File: config.mk
export PLATFORM = sky130hd
export DESIGN_NAME = vram_responder
export DESIGN_NICKNAME = d
export VERILOG_FILES = /design/src/rtl/ppu_pkg.sv /design/src/rtl/pipeline.sv /design/src/rtl/vram_responder.sv
export SDC_FILE = /design/constraint.sdc
export NUM_CORES = 1
export LEC_CHECK = 0
export ABC_AREA = 0
export CAP_MARGIN = 20
export CORE_ASPECT_RATIO = 1.1
export CORE_MARGIN = 10
export CORE_UTILIZATION = 26
export DETAILED_ROUTE_END_ITERATION = 10
export PLACE_DENSITY = 0.59
export SETUP_SLACK_MARGIN = 0.3
export SLEW_MARGIN = 15
export SYNTH_ARGS = -nofsm -noshare
export SYNTH_HDL_FRONTEND = slang
export SYNTH_SLANG_ARGS = --single-unit
File: constraint.sdc
create_clock -name clk_in -period 4.2 [get_ports clk_in]
set_clock_uncertainty 0.05 [all_clocks]
set_input_delay 0.84 -clock clk_in [delete_from_list [all_inputs] [get_ports clk_in]]
set_output_delay 0.84 -clock clk_in [all_outputs]
set_load 0.05 [all_outputs]
File: src/rtl/ppu_pkg.sv
`default_nettype none
// ============================================================================
// Module      : ppu_pkg (package)
// Description : Shared constants and types for the PPU memory-side logic.
//               - VRAM window defaults (base address and size)
//               - STAT mode encodings
//               - vram_responder state encoding
//               - open-bus value returned for unmapped or locked accesses
//               - address window helper
// Revision    : 1.0 - initial release
// ============================================================================
package ppu_pkg;

    localparam logic [15:0] VRAM_BASE_DEFAULT = 16'h8000;
    localparam int          VRAM_SIZE_DEFAULT = 8192;

    localparam logic [1:0]  MODE_HBLANK = 2'd0;
    localparam logic [1:0]  MODE_VBLANK = 2'd1;
    localparam logic [1:0]  MODE_OAM    = 2'd2;
    localparam logic [1:0]  MODE_DRAW   = 2'd3;

    localparam logic [7:0]  OPEN_BUS    = 8'hFF;

    typedef enum logic [1:0] {
        ST_IDLE    = 2'd0,
        ST_PPU_RD  = 2'd1,
        ST_CPU_RD  = 2'd2,
        ST_RECOVER = 2'd3
    } resp_state_t;

    // True when addr lies in [base, limit). limit is one bit wider so a
    // window ending exactly at 16'hFFFF+1 is still representable.
    function automatic logic addr_in_range(
        input logic [15:0] addr,
        input logic [15:0] base,
        input logic [16:0] limit
    );
        return ({1'b0, addr} >= {1'b0, base}) && ({1'b0, addr} < limit);
    endfunction

endpackage : ppu_pkg
`default_nettype wire

File: src/rtl/pipeline.sv
`default_nettype none
// ============================================================================
// Module      : Pipeline
// Description : Fixed-depth register delay line with asynchronous active-high
//               reset. Output equals the input delayed by STAGES clocks.
// Ports       : clk     - clock
//               rst     - asynchronous active-high reset (clears all stages)
//               i_data  - WIDTH-bit input
//               o_data  - WIDTH-bit output, delayed by STAGES cycles
// Parameters  : WIDTH  - data width (>= 1)
//               STAGES - delay in cycles (>= 1)
// Revision    : 1.0 - initial release
// ============================================================================
module Pipeline #(
    parameter int WIDTH  = 2,
    parameter int STAGES = 2
) (
    input  logic             clk,
    input  logic             rst,
    input  logic [WIDTH-1:0] i_data,
    output logic [WIDTH-1:0] o_data
);

    logic [WIDTH-1:0] r_stage [STAGES];

    generate
        for (genvar gi = 0; gi < STAGES; gi++) begin : g_stage
            if (gi == 0) begin : g_first
                always_ff @(posedge clk or posedge rst) begin
                    if (rst) begin
                        r_stage[gi] <= '0;
                    end else begin
                        r_stage[gi] <= i_data;
                    end
                end
            end else begin : g_rest
                always_ff @(posedge clk or posedge rst) begin
                    if (rst) begin
                        r_stage[gi] <= '0;
                    end else begin
                        r_stage[gi] <= r_stage[gi-1];
                    end
                end
            end
        end
    endgenerate

    assign o_data = r_stage[STAGES-1];

endmodule : Pipeline
`default_nettype wire

File: src/rtl/vram_responder.sv
`default_nettype none
// ============================================================================
// Module      : vram_responder
// Description : Memory-side responder between the PPU pixel fetcher, the CPU
//               and a single-port VRAM BRAM. One access is in flight at a
//               time; the PPU has priority in IDLE, the CPU waits otherwise.
//               Out-of-window accesses never touch the BRAM and return 8'hFF.
// Optional    : VRAM_LOCK_EN - when defined, CPU accesses during pixel
//               transfer (lcd_on_in=1, ppu_mode_in=3) are answered at t+1
//               without BRAM access (reads return 8'hFF, writes dropped).
// Ports       : clk_in, rst_in (async, active-high)
//               ppu_addr_in/ppu_addr_valid_in -> ppu_data_out/ppu_data_valid_out
//               cpu_addr_in/cpu_rd_in/cpu_wr_in/cpu_wdata_in
//                                              -> cpu_rdata_out/cpu_ack_out
//               ppu_mode_in, lcd_on_in         - STAT mode / LCDC.7
//               bram_addr_out/en/we/wdata, bram_rdata_in - BRAM port
// Parameters  : READ_LATENCY (1..4), VRAM_BASE, VRAM_SIZE
// Revision    : 1.0 - initial release
// ============================================================================
module vram_responder
    import ppu_pkg::*;
#(
    parameter int          READ_LATENCY = 2,
    parameter logic [15:0] VRAM_BASE    = VRAM_BASE_DEFAULT,
    parameter int          VRAM_SIZE    = VRAM_SIZE_DEFAULT
) (
    input  logic                         clk_in,
    input  logic                         rst_in,
    input  logic [15:0]                  ppu_addr_in,
    input  logic                         ppu_addr_valid_in,
    output logic [7:0]                   ppu_data_out,
    output logic                         ppu_data_valid_out,
    input  logic [15:0]                  cpu_addr_in,
    input  logic                         cpu_rd_in,
    input  logic                         cpu_wr_in,
    input  logic [7:0]                   cpu_wdata_in,
    output logic [7:0]                   cpu_rdata_out,
    output logic                         cpu_ack_out,
    input  logic [1:0]                   ppu_mode_in,
    input  logic                         lcd_on_in,
    output logic [$clog2(VRAM_SIZE)-1:0] bram_addr_out,
    output logic                         bram_en_out,
    output logic                         bram_we_out,
    output logic [7:0]                   bram_wdata_out,
    input  logic [7:0]                   bram_rdata_in
);

    localparam int              AW             = $clog2(VRAM_SIZE);
    localparam int              CW             = $clog2(READ_LATENCY + 1);
    localparam logic [16:0]     c_ADDR_LIMIT   = {1'b0, VRAM_BASE} + 17'(VRAM_SIZE);
    localparam logic [CW-1:0]   c_CNT_ONE      = CW'(1);
    localparam logic [CW-1:0]   c_CNT_LAST     = CW'(READ_LATENCY);

    // ------------------------------------------------------------------
    // State and datapath registers
    // ------------------------------------------------------------------
    resp_state_t   r_state;
    resp_state_t   w_state_nxt;
    logic [CW-1:0] r_cnt;
    logic          r_oor;          // in-flight read targets an unmapped address
    logic [7:0]    r_ppu_data;
    logic          r_ppu_valid;
    logic [7:0]    r_cpu_rdata;
    logic          r_cpu_ack;

    // ------------------------------------------------------------------
    // Request decode
    // ------------------------------------------------------------------
    logic          w_ppu_in_range;
    logic          w_cpu_in_range;
    logic [AW-1:0] w_ppu_off;
    logic [AW-1:0] w_cpu_off;
    logic          w_cpu_req;
    logic          w_draw_mode;
    logic          w_locked;

    assign w_ppu_in_range = addr_in_range(ppu_addr_in, VRAM_BASE, c_ADDR_LIMIT);
    assign w_cpu_in_range = addr_in_range(cpu_addr_in, VRAM_BASE, c_ADDR_LIMIT);
    assign w_ppu_off      = AW'(ppu_addr_in - VRAM_BASE);
    assign w_cpu_off      = AW'(cpu_addr_in - VRAM_BASE);
    // A CPU request with both strobes high is malformed and never accepted.
    assign w_cpu_req      = cpu_rd_in ^ cpu_wr_in;
    assign w_draw_mode    = lcd_on_in && (ppu_mode_in == MODE_DRAW);

`ifdef VRAM_LOCK_EN
    assign w_locked = w_draw_mode;
`else
    // Mode inputs are decoded in every build so the port behaviour is the
    // same shape; without the lock feature the result never gates the CPU.
    assign w_locked = w_draw_mode & 1'b0;
`endif

    // ------------------------------------------------------------------
    // Accept strobes and BRAM drive (combinational, valid in accept cycle)
    // ------------------------------------------------------------------
    logic          w_acc_ppu;
    logic          w_acc_cpu_rd;
    logic          w_acc_cpu_fast;   // write or locked access, acked at t+1
    logic          w_acc_oor;
    logic          w_bram_en;
    logic          w_bram_we;
    logic [AW-1:0] w_bram_addr;
    logic [7:0]    w_bram_wdata;
    logic          w_cnt_last;

    assign w_cnt_last = (r_cnt == c_CNT_LAST);

    always_ff @(posedge clk_in or posedge rst_in) begin
        if (rst_in) begin
            r_state <= ST_IDLE;
        end else begin
            r_state <= w_state_nxt;
        end
    end

    always_comb begin
        w_state_nxt    = r_state;
        w_acc_ppu      = 1'b0;
        w_acc_cpu_rd   = 1'b0;
        w_acc_cpu_fast = 1'b0;
        w_acc_oor      = 1'b0;
        w_bram_en      = 1'b0;
        w_bram_we      = 1'b0;
        w_bram_addr    = '0;
        w_bram_wdata   = '0;
        case (r_state)
            ST_IDLE: begin
                // BRAM strobes are combinational from IDLE, so they are
                // gated by reset to drop the instant reset asserts.
                if (!rst_in) begin
                    if (ppu_addr_valid_in) begin
                        w_acc_ppu   = 1'b1;
                        w_acc_oor   = !w_ppu_in_range;
                        w_bram_en   = w_ppu_in_range;
                        w_bram_addr = w_ppu_in_range ? w_ppu_off : '0;
                        w_state_nxt = ST_PPU_RD;
                    end else if (w_cpu_req) begin
                        if (cpu_wr_in || w_locked) begin
                            w_acc_cpu_fast = 1'b1;
                            w_state_nxt    = ST_RECOVER;
                            if (cpu_wr_in && w_cpu_in_range && !w_locked) begin
                                w_bram_en    = 1'b1;
                                w_bram_we    = 1'b1;
                                w_bram_addr  = w_cpu_off;
                                w_bram_wdata = cpu_wdata_in;
                            end
                        end else begin
                            w_acc_cpu_rd = 1'b1;
                            w_acc_oor    = !w_cpu_in_range;
                            w_bram_en    = w_cpu_in_range;
                            w_bram_addr  = w_cpu_in_range ? w_cpu_off : '0;
                            w_state_nxt  = ST_CPU_RD;
                        end
                    end
                end
            end
            ST_PPU_RD, ST_CPU_RD: begin
                if (w_cnt_last) begin
                    w_state_nxt = ST_RECOVER;
                end
            end
            ST_RECOVER: begin
                w_state_nxt = ST_IDLE;
            end
            default: begin
                w_state_nxt = ST_IDLE;
            end
        endcase
    end

    // ------------------------------------------------------------------
    // Requester tags travel with the BRAM latency; they emerge exactly in
    // the cycle the BRAM data for that request is valid.
    // ------------------------------------------------------------------
    logic [1:0] w_tag_out;

    Pipeline #(
        .WIDTH  (2),
        .STAGES (READ_LATENCY)
    ) u_tag_pipe (
        .clk    (clk_in),
        .rst    (rst_in),
        .i_data ({w_acc_ppu, w_acc_cpu_rd}),
        .o_data (w_tag_out)
    );

    logic w_ppu_done;
    logic w_cpu_rd_done;

    assign w_ppu_done    = (r_state == ST_PPU_RD) && w_cnt_last && w_tag_out[1];
    assign w_cpu_rd_done = (r_state == ST_CPU_RD) && w_cnt_last && w_tag_out[0];

    // ------------------------------------------------------------------
    // Latency counter and response registers
    // ------------------------------------------------------------------
    always_ff @(posedge clk_in or posedge rst_in) begin
        if (rst_in) begin
            r_cnt       <= '0;
            r_oor       <= 1'b0;
            r_ppu_data  <= '0;
            r_ppu_valid <= 1'b0;
            r_cpu_rdata <= '0;
            r_cpu_ack   <= 1'b0;
        end else begin
            // Counter runs 1..READ_LATENCY inside a read state, then clears;
            // it therefore never exceeds READ_LATENCY and never wraps.
            if (w_acc_ppu || w_acc_cpu_rd) begin
                r_cnt <= c_CNT_ONE;
                r_oor <= w_acc_oor;
            end else if ((r_state == ST_PPU_RD) || (r_state == ST_CPU_RD)) begin
                r_cnt <= w_cnt_last ? '0 : (r_cnt + c_CNT_ONE);
            end

            r_ppu_valid <= w_ppu_done;
            if (w_ppu_done) begin
                r_ppu_data <= r_oor ? OPEN_BUS : bram_rdata_in;
            end

            r_cpu_ack <= w_cpu_rd_done | w_acc_cpu_fast;
            if (w_cpu_rd_done) begin
                r_cpu_rdata <= r_oor ? OPEN_BUS : bram_rdata_in;
            end else if (w_acc_cpu_fast && cpu_rd_in) begin
                // Only a locked read takes the fast path with rd high.
                r_cpu_rdata <= OPEN_BUS;
            end
        end
    end

    // ------------------------------------------------------------------
    // Outputs
    // ------------------------------------------------------------------
    assign ppu_data_out       = r_ppu_data;
    assign ppu_data_valid_out = r_ppu_valid;
    assign cpu_rdata_out      = r_cpu_rdata;
    assign cpu_ack_out        = r_cpu_ack;
    assign bram_addr_out      = w_bram_addr;
    assign bram_en_out        = w_bram_en;
    assign bram_we_out        = w_bram_we;
    assign bram_wdata_out     = w_bram_wdata;

endmodule : vram_responder
`default_nettype wire

# [Word level (Yosys, flattened, before mapping)]
# Index checks and enable logic that the tools add are counted.
[totals] regBits=27 word_cells=97 output_inout_bits=41
[classes] order_cmp=4 reduce_logical=17 n_bitwise=2 muxes=55 add_sub_neg=3 eq_ne=7
[op_table] op="two-way mux 13 bit" n=8
[op_table] op="two-way mux 8 bit" n=9
[op_table] op="greater-or-equal comparator 16 bit (second input constant)" n=2
[op_table] op="less-than comparator 16 bit (second input constant)" n=2
[op_table] op="two-way mux 1 bit" n=30
[op_table] op="subtractor 13 x 1 -> 13 bit (second input constant)" n=2
[op_table] op="two-way mux 2 bit" n=7
[op_table] op="logical AND 1 bit" n=8
[op_table] op="== test 2 bit (second input constant)" n=3
[op_table] op="case mux 2 bit (3 select lines)" n=1
[op_table] op="!= test 2 bit (second input constant)" n=2
[op_table] op="nonzero test 2 bit" n=2
[op_table] op="!= test 3 bit (second input constant)" n=1
[op_table] op="AND reduction 3 bit" n=1
[op_table] op="adder 2 x 1 -> 2 bit (second input constant)" n=1
[op_table] op="== test 2 x 1 -> 1 bit (second input constant)" n=1
[op_table] op="zero test 1 bit" n=2
[op_table] op="zero test 2 bit" n=1
[op_table] op="logical OR 1 bit" n=2
[op_table] op="OR reduction 2 bit" n=1
[op_table] op="bitwise OR 1 bit" n=1
[op_table] op="XOR 1 bit" n=1

# [Longest topological paths before layout]
# Gate-level depths: netlist of run 1.
[logic_depth] ltp_word=9 ltp_mapped=7 ltp_nobuf=5

# [Hierarchy]
# A second synthesis of run 1 with hierarchy kept.
[hier_totals] cells_unflattened=164 hier_area_um2=1450.1
[by_module_without_submodules] module="vram_responder" n_inst=1 cells_per_inst=157 seq_area_each_um2=575.6 area_per_inst_um2=1331.3
[by_module_without_submodules] module="Pipeline" n_inst=1 cells_per_inst=7 seq_area_each_um2=100.1 area_per_inst_um2=118.9

# [Worst setup path before layout of run 1]
# No wires, ideal clock.
[synth_path] path_kind="in2out" startpoint="in cpu_addr_in[13]" endpoint="out bram_we_out" path_stages=3 slack_ps=571 arrival_ps=2739 path_cell_list="or4b_4 > or2_2 > nor3_1"
[synth_via] elab_chain_cells=9 elab_cells_between_ends=10 cone_classes="order compare (2); mux (6); reduce/logical (2)"
[synth_lines] element="start, declared" line="vram_responder.sv:33" text="input logic [15:0] cpu_addr_in,"
[synth_lines] element="greater-or-equal comparator 16 bit or less-than comparator 16 bit (tied branches)" line="ppu_pkg.sv:38" text="return ({1'b0, addr} >= {1'b0, base}) && ({1'b0, addr} < limit);"
[synth_lines] element="logical AND 1 bit (*)" line="ppu_pkg.sv:38"
[synth_lines] element="logical AND 1 bit (*)" line="vram_responder.sv:141" text="if (cpu_wr_in && w_cpu_in_range && !w_locked) begin"
[synth_lines] element="two-way mux 1 bit (*)" line="vram_responder.sv:141"
[synth_lines] element="two-way mux 1 bit (*)" line="vram_responder.sv:138" text="if (cpu_wr_in || w_locked) begin"
[synth_lines] element="two-way mux 1 bit (*)" line="vram_responder.sv:137" text="end else if (w_cpu_req) begin"
[synth_lines] element="two-way mux 1 bit (*)" line="vram_responder.sv:131" text="if (ppu_addr_valid_in) begin"
[synth_lines] element="two-way mux 1 bit (*)" line="vram_responder.sv:130" text="if (!rst_in) begin"
[synth_lines] element="two-way mux 1 bit (*)" line="vram_responder.sv:126" text="case (r_state)"
[synth_lines] element="end, declared" line="vram_responder.sv:43" text="output logic bram_we_out,"
# Every way passes the cells marked *; elsewhere a longest branch is shown, timed or not.

# [Worst setup path after layout of run 1]
[layout_path] startpoint="in ppu_addr_valid_in" endpoint="out bram_we_out"
[layout_via] elab_chain_cells=3
[layout_lines] element="start, declared" line="vram_responder.sv:30" text="input logic ppu_addr_valid_in,"
[layout_lines] element="two-way mux 1 bit" line="vram_responder.sv:131"
[layout_lines] element="two-way mux 1 bit" line="vram_responder.sv:130"
[layout_lines] element="two-way mux 1 bit" line="vram_responder.sv:126"
# Every way passes these cells.

==> metrics, run 1 <==
nets 303; most used flip-flop cell after synthesis dfrtp_1; DR pass1 iterations 4; status finished, final reports clean; critical path class in -> out; row count 28; Slew Viols, Final 0; H-Tree Depth 1; Die Footprint 9030 µm²; IO buf count 93; placed cells 311; Core ar. 5430 µm²; Syn Std Cell Area 1460 µm²; number of synthesized flops with an enable pin 0; CP required 3.31 ns; Syn Area/Cell 9.75 µm²; GRT Max-Usage Layer met2; post-synthesis instance total 150; share of cells above drive strength 1 0.170; Initial Util 0.269; register area share after synthesis 0.462; Max-slew headroom 0.598; vias per std cell 4.57; Final TNS setup 0 ns; global-route wire length before repair 7660 µm; final count of negative-setup-slack endpoints 0; GR Util met1 0.113; maximum vdd drop 161 µV; Layout fillers 484; drt first-iter violations 72; ANT cells 0; LEAKAGE 1.19 nW; Critical Path Start Type input pin; Distinct cells, synth 38; number of global-route vias before repair 1582; Hold Vio Cnt, Final 0; Worst Path Arrival 2.74 ns; I/O Pins 97; HPWL Detailed 3880 µm; Worst Tran Pin Value 0.599 ns; clk root buf clkbuf_8; syn_nets 211; asr flop ratio synth 1.00; pwr dens 381 nW/µm²; Post-CTS Hold Buffers 0; Die Ht 98.7 µm; most common cell after layout, fill and taps aside clkdlybuf4s50_1; Sink Count 27; most frequent cells in the layout clkdlybuf4s50_1, dfrtp_1, buf_12; GRT Resource Usage Total 0.101; final non-filler cell total 316; FF+latch count, synth 27; Max-Cap Viols 0; met3 Usage GRT 0.0645; footprint of the multi-input gates 709 µm²; Resize count post-CTS 0; final RePlAce weighted congestion 0.747; Die W 91.5 µm; WL per Instance 14.7 µm; Area Overhead vs Synth 88.1%; TritonCTS buffer count 3; largest net degree at the start of global routing 28; Worst-Skew Late Latency 0.26 ns; Setup crit end kind output port; CTS tree yes; warnings from Yosys 0; initial antenna violation count 0; Post-route DRC 0; maximum clock frequency 275 MHz; pre-CTS WS 0.555 ns; clock slew at reported path FFs 0.08 ns; postcts setup bufs 0; Total Power Consumption 0.00105 W; final worst path period need 3.63 ns; final worst slack 0.568 ns; Reg area 676 µm²; total gr overflow 0; Longest Clk Path Bufs 2; Final ANT Viol Nets 0; final period utilization 0.865; met2 usage in global routing 0.150; RSZ-0062 raised after global routing no; CP Max Fanout 9; worst min path class reg -> reg; Vias 1445; final wirelength 4640 µm
-- flip-flops by register name (all words and copies together) (netlist names) --
register and flops:
u_tag_pipe.r_stage 2, r_cnt 2, u_tag_pipe.o_data 2, ppu_data_valid_out 1, r_state 2, ppu_data_out 8
cpu_rdata_out 8, cpu_ack_out 1, r_oor 1
-- cell type report --
cell class              instances  area share
flip-flops and latches         27       0.246
clock buffers                   4      0.0164
well taps                      75      0.0341
repair buffers                 96       0.437
inverters                       7     0.00955
multi-input cells             107       0.258
-- synth_stat cells, drive strengths merged, types with 2 or more instances --
cell type  instances  area [µm²]
nand2             12        45.0
o21ai             11        55.1
a21oi              3        15.0
o21a               2        15.0
a22oi              8        60.1
nor3               2        21.3
and4b              2        21.3
nand2b             3        18.8
nor2              18        67.6
a31o               2        17.5
inv                7        26.3
clkbuf             5        20.0
ha                 5        62.6
dfrtp             27         676
a22o              14         126
and3              11        70.1
buf                4        31.3
-- power breakdown --
part           switching [W]  total [W]  internal (W)
Clock              0.0000734   0.000141     0.0000677
Sequential         0.0000558   0.000383      0.000327
Combinational       0.000297   0.000525      0.000228
-- routing by layer --
layer | share of wire | routed length (µm)
met1 | 0.40 | 1880
met2 | 0.42 | 1960
met3 | 0.16 | 754
met4 | 0.010 | 47
met5 | 0 | 0
-- stage by stage --
step	hold slack, ns	utilization	cell area [µm²]
2_1_floorplan	0.281	-	1460
3_3_place_gp	0.288	0.494	2680
3_5_place_dp	0.285	0.494	2680
4_1_cts	0.305	0.502	2730
5_1_grt	0.312	0.507	2750
6_report	0.303	0.507	2750
-- cells by family (layout without fill, tap and decap cells) --
group | after synthesis | in the layout | share of synthesized area
and+or+nand+nor | 57 | 57 | 0.216
AOI/OAI and AO/OA | 45 | 45 | 0.226
DFF | 27 | 27 | 0.462
buffers and inverters | 16 | 107 | 0.0530
adders and majority gates | 5 | 5 | 0.0428
-- worst max-delay path, stage by stage --
cell and delay [ns]:
clkdlybuf4s50_1 0.55, or4b_4 0.57, or2_2 0.30, nor3_1 0.29, buf_12 0.19
-- worst paths after layout --
| check | startpoint | to | slack (ns) | cells past startpoint |
|---|---|---|---|---|
| worst max-delay path | ppu_addr_valid_in | bram_we_out | 0.57 | 5 |
| worst min-delay path | u_tag_pipe.r_stage[2]$_DFF_PP0_ | u_tag_pipe.o_data[0]$_DFF_PP0_ | 0.30 | 0 |
| worst max register to register | r_state[0]$_DFFE_PP0P_ | cpu_rdata_out[2]$_DFFE_PP0P_ | 2.31 | 5 |
| worst min register to register | u_tag_pipe.r_stage[2]$_DFF_PP0_ | u_tag_pipe.o_data[0]$_DFF_PP0_ | 0.30 | 0 |
| max in group asynchronous | rst_in | r_cnt[0]$_DFFE_PP0P_ | 2.77 | 3 |
| min in group asynchronous | rst_in | r_state[1]$_DFFE_PP0P_ | 0.90 | 2 |
Power figures use the tool's default switching activity.
==> inputs of run 2 (changes only) <==
Settings changed: CELL_PAD_IN_SITES_DETAIL_PLACEMENT set to 1, CELL_PAD_IN_SITES_GLOBAL_PLACEMENT set to 1, CORE_UTILIZATION 26 to 25, PLACE_DENSITY 0.59 to 0.78, REMOVE_ABC_BUFFERS set to 1.
Clock period 4.2 ns to 3.9 ns, I/O delays scaled along.
==> run 2 against run 1 <==
Effect of this change: critical path depth grew 2; largest power group unchanged; count of clock-buffer cells in the layout down 1; setup slack got worse by 0.087 ns; global-route usage rose by 1.3 points; cell area rose by 0.41%; critical path type unchanged; clock power rose by 14%; combinational power grew 9.3%; total power is 9.5% higher; first-iteration DRC count shrank 6.9%; worst hold slack improved by 0.012 ns.
==> metrics, run 2 (synthesized netlist as in run 1, its figures left out) <==
most frequent cells in the layout clkdlybuf4s50_1, dfrtp_1, buf_12; H-Tree Depth 1 (unchanged); CP required 3.07 ns (-0.24 ns); Die Ht 100 µm (+1.6%); hold path endpoint u_tag_pipe.o_data[0]$_DFF_PP0_; Max-Cap Viols 0 (unchanged); Core ar. 5730 µm² (+5.6%); postcts setup bufs 0 (unchanged); Initial Util 0.255 (-0.0142); largest net degree at the start of global routing 28 (unchanged); Resize count post-CTS 0 (unchanged); Pint 0.000670 W (+7.7%); WL per Instance 16.9 µm (+15%); pre-CTS WS 0.477 ns (-0.0781 ns); slowest stage cell, crit path clkdlybuf4s50_1; switch share 0.416 (+0.00996); final count of negative-setup-slack endpoints 0 (unchanged); Hold Crit Start u_tag_pipe.r_stage[2]$_DFF_PP0_; Worst-Skew Late Latency 0.28 ns (+0.02 ns); critical path class in -> out; CTS tree yes; total gr overflow 0 (unchanged); reg-to-reg startpoint r_state[0]$_DFFE_PP0P_; Sink Count 27 (unchanged); drt first-iter violations 67 (-6.9%); GRT Resource Usage Total 0.114 (+0.0133); clk root buf clkbuf_8; initial antenna violation count 0 (unchanged); status finished, final reports clean; CP Buf/Inv Count 4 (+2); net switching power figure 0.000478 W (+12%); maximum clock frequency 292 MHz; CP Max Fanout 21 (+12); LEAKAGE 1.19 nW (+0.35%); clock share of power 0.140 (+0.005); RSZ-0062 raised after global routing no; number of global-route vias before repair 1766 (+12%); Max-slew headroom 0.598 (about the same); most common cell after layout, fill and taps aside clkdlybuf4s50_1; Setup crit end kind output port; Die W 92.9 µm (+1.5%); Longest Clk Path Bufs 2 (unchanged); Post-CTS Hold Buffers 0 (unchanged); clock slew at reported path FFs 0.10 ns (+0.02 ns); maximum vdd drop 171 µV (+6.3%); Final TNS setup 0 ns (unchanged); final RePlAce weighted congestion 0.739 (-1.0%); final worst path period need 3.42 ns; row count 29 (+3.6%); Area Overhead vs Synth 88.9%; share of cells above drive strength 1 0.181 (+0.0109); pwr dens 416 nW/µm² (+9.1%); worst min path class reg -> reg; Critical Path Start Type input pin; Final ANT Viol Nets 0 (unchanged); final worst slack 0.481 ns (-0.0874 ns); DR pass1 iterations 4 (unchanged); Worst Tran Pin Value 0.599 ns (-0.000210 ns); Worst Path Arrival 2.59 ns (-0.15 ns); HPWL Detailed 4600 µm (+19%); footprint of the multi-input gates 709 µm² (unchanged); ANT cells 0 (unchanged); Die Footprint 9310 µm² (+3.1%); fin util 0.482 (-0.0248); CP top delay family buffers and inverters; nets 305 (+0.66%); Reg area 676 µm² (unchanged); vias per std cell 4.76 (+4.1%); RR Endpoint cpu_rdata_out[2]$_DFFE_PP0P_; crit-path cells clkdlybuf4s50_1 -> inv_1 -> ha_1 -> nor3_4 -> buf_4 -> and3_1 -> buf_12; Sequential Power Share 0.360 (-0.005); WHS Path Cells 0 (unchanged); flop-to-flop setup slack 1.99 ns (-0.32 ns); TritonCTS buffer count 3 (unchanged); global-route wire length before repair 8600 µm (+12%); final wirelength 5390 µm (+16%); Post-route DRC 0 (unchanged); Hold Vio Cnt, Final 0 (unchanged); max incr delay on CP 0.52 ns (-0.05 ns); combinational share of power 0.500 (about the same); final period utilization 0.877; Slew Viols, Final 0 (unchanged); I/O Pins 97 (unchanged); IO buf count 93 (unchanged); R2R depth 5 (unchanged); Vias 1524 (+5.5%); Layout fillers 653 (+35%)
==> run 2: cell count changes in the layout (fill, tap and decap cells not counted) <==
cell	delta
buf_8	+1
clkbuf_1	-1
buf_4	+2
clkinvlp_4	+1
clkbuf_16	-1
==> run 2: cell type report <==
type,instances,share of cell area
Timing Repair Buffer,98,0.437
Clock buffer,3,0.0149
Clock inverter,1,0.00272
Multi-Input combinational cell,107,0.257
Tap cell,77,0.0349
Sequential cell,27,0.245
Inverter,7,0.00951
==> run 2: how the worst max path moves through the flow <==
stage,to,from,slack (ns),depth (start not counted)
finish,bram_wdata_out[7],cpu_rd_in,0.48,7
global route,bram_we_out,cpu_rd_in,0.38,6
CTS,bram_wdata_out[7],cpu_rd_in,0.47,7
detailed placement,bram_wdata_out[7],cpu_rd_in,0.48,7
global placement,bram_wdata_out[2],cpu_rd_in,0.51,7
floorplan,bram_we_out,cpu_addr_in[13],0.39,3
==> run 2: through the flow <==
stage | hold slack, ns | power, W | instance area (µm²) | std cells
6_report | 0.315 | 0.00115 | 2760 | 320
5_1_grt | 0.325 | 0.00124 | 2760 | 320
4_1_cts | 0.317 | 0.00116 | 2750 | 319
3_5_place_dp | 0.294 | 0.00100 | 2700 | 315
3_3_place_gp | 0.284 | 0.000980 | 2700 | 315
2_1_floorplan | 0.281 | 0.000774 | 1410 | 141
==> run 2: worst register-to-register path: stages, from the launching register on <==
cell and delay [ns]:
dfrtp_1 0.44, inv_1 0.11, ha_1 0.31, and2b_1 0.26, nand4_1 0.37, a22oi_1 0.29
==> run 2: layer usage <==
| metal | routed length, µm | track usage | vias up | share of wire |
|---|---|---|---|---|
| met5 | 0 | 0 | - | 0 |
| met4 | 71 | 0.0463 | 0 | 0.013 |
| met3 | 930 | 0.0873 | 4 | 0.17 |
| met2 | 2390 | 0.187 | 85 | 0.44 |
| met1 | 2000 | 0.105 | 709 | 0.37 |
| li1 | - | - | 726 | - |
==> run 2: power by group through the flow <==
| stage | sequential, W | clock, W | combinational [W] |
|---|---|---|---|
| after floorplan | 0.000548 | 0 | 0.000226 |
| after global placement | 0.000415 | 0 | 0.000565 |
| after detailed placement | 0.000420 | 0 | 0.000584 |
| after CTS | 0.000415 | 0.000167 | 0.000582 |
| after global routing | 0.000426 | 0.000177 | 0.000635 |
| final | 0.000413 | 0.000161 | 0.000574 |
==> inputs of run 3 (changes only) <==
Settings changed: CAP_MARGIN 20 to 30.
==> run 3 against run 2 <==
Effect of this change: total power about the same; non-clock buffer count is the same; count of clock-buffer cells in the layout did not move; sequential cell count stayed put; via count down 1.2%; critical path depth unchanged; setup slack gained 0.016 ns; first-iteration DRC count is 28% lower; final cell count stayed put; register-to-register slack barely moved.
==> metrics, run 3 (synthesized netlist as in run 1, its figures left out) <==
status finished, final reports clean; pre-CTS WS 0.482 ns (+0.00531 ns); total gr overflow 0 (unchanged); I/O Pins 97 (unchanged); RSZ-0062 raised after global routing no; Max-Cap Viols 0 (unchanged); critical path class in -> out; vias per std cell 4.70 (-1.2%); Slew Viols, Final 0 (unchanged); Critical Path Start Type input pin; Worst Tran Pin Value 0.615 ns (+0.0155 ns); final worst slack 0.497 ns (+0.0163 ns); DR pass1 iterations 4 (unchanged); IO buf count 93 (unchanged); largest net degree at the start of global routing 22 (-21%); Setup crit end kind output port; Worst Path Arrival 2.57 ns (-0.02 ns); clock slew at reported path FFs 0.10 ns (about the same); pwr dens 414 nW/µm² (-0.37%); global-route wire length before repair 8450 µm (-1.8%); CP Max Fanout 21 (unchanged); number of global-route vias before repair 1707 (-3.3%); Longest Clk Path Bufs 2 (unchanged); clk root buf clkbuf_8; row count 29 (unchanged); Post-CTS Hold Buffers 0 (unchanged); most common cell after layout, fill and taps aside clkdlybuf4s50_1; postcts setup bufs 0 (unchanged); Die Ht 100 µm (unchanged); worst min path class reg -> reg; final period utilization 0.873 (-0.00417); final wirelength 5410 µm (+0.35%); Vias 1505 (-1.2%); H-Tree Depth 1 (unchanged); Max-slew headroom 0.588 (-0.0104); WL per Instance 16.9 µm (+0.35%); Resize count post-CTS 0 (unchanged); TritonCTS buffer count 3 (unchanged); share of cells above drive strength 1 0.181 (unchanged); LEAKAGE 1.20 nW (+0.44%); Die W 92.9 µm (unchanged); GRT Resource Usage Total 0.113 (-0.00157); initial antenna violation count 0 (unchanged); ANT cells 0 (unchanged); final count of negative-setup-slack endpoints 0 (unchanged); Hold Vio Cnt, Final 0 (unchanged); Post-route DRC 0 (unchanged); HPWL Detailed 4710 µm (+2.2%); drt first-iter violations 48 (-28%); nets 305 (unchanged); maximum clock frequency 294 MHz (+0.48%); dpl cell area 2730 µm² (+1.0%); final RePlAce weighted congestion 0.739 (unchanged); Die Footprint 9310 µm² (unchanged); most frequent cells in the layout clkdlybuf4s50_1, dfrtp_1, buf_12; Core ar. 5730 µm² (unchanged); CP required 3.07 ns (about the same); Total Power Consumption 0.00115 W (about the same); final worst path period need 3.40 ns (-0.0163 ns); Area Overhead vs Synth 89.7%; Worst-Skew Late Latency 0.27 ns (about the same); maximum vdd drop 171 µV (about the same); Final TNS setup 0 ns (unchanged); final instance area 2780 µm² (+0.45%); CTS tree yes; Sink Count 27 (unchanged); Initial Util 0.255 (unchanged); Final ANT Viol Nets 0 (unchanged)
run 3: cell counts in the layout (fill, tap and decap cells not counted):
Identical to the previous run, type by type.
run 3: final timing paths:
check	start	endpoint	slack, ns	cells past startpoint
setup / recovery	cpu_rd_in	bram_wdata_out[7]	0.50	7
hold / removal	u_tag_pipe.r_stage[2]$_DFF_PP0_	u_tag_pipe.o_data[0]$_DFF_PP0_	0.31	0
setup reg to reg	r_state[0]$_DFFE_PP0P_	cpu_rdata_out[2]$_DFFE_PP0P_	1.98	5
hold reg to reg	u_tag_pipe.r_stage[2]$_DFF_PP0_	u_tag_pipe.o_data[0]$_DFF_PP0_	0.31	0
max in group asynchronous	rst_in	cpu_rdata_out[2]$_DFFE_PP0P_	2.34	3
min in group asynchronous	rst_in	r_oor$_DFFE_PP0P_	0.97	2
run 3: final cells by class:
class | count | area, µm²
flip-flops and latches | 27 | 676
inverters | 7 | 26.3
fillers | 659 | 2960
well taps | 77 | 96.3
multi-input cells | 107 | 709
clock buffers | 3 | 41.3
repair buffers | 98 | 1220
clock inverters | 1 | 7.51
run 3: critical path, stage by stage:
cell and delay [ns]:
clkdlybuf4s50_1 0.51, inv_1 0.05, ha_1 0.38, nor3_4 0.20
buf_4 0.25, and3_1 0.24, buf_12 0.15
run 3: power breakdown:
part	internal (W)	switching, W
clock network	0.0000724	0.0000868
logic	0.000248	0.000331
registers	0.000352	0.0000597
run 3: stage by stage:
| stage | hold slack, ns | util | std cells |
|---|---|---|---|
| 2_1_floorplan | 0.281 | - | 141 |
| 3_3_place_gp | 0.284 | 0.471 | 315 |
| 3_5_place_dp | 0.294 | 0.476 | 316 |
| 4_1_cts | 0.317 | 0.484 | 320 |
| 5_1_grt | 0.325 | 0.484 | 320 |
| 6_report | 0.313 | 0.484 | 320 |
run 3: routing by layer:
layer  global-route usage  up-vias  routed length, µm
met5                    0        -                  0
met4               0.0392        0                 55
met3               0.0896        2                960
met2                0.184       85               2430
met1                0.104      692               1970
li1                     -      726                  -
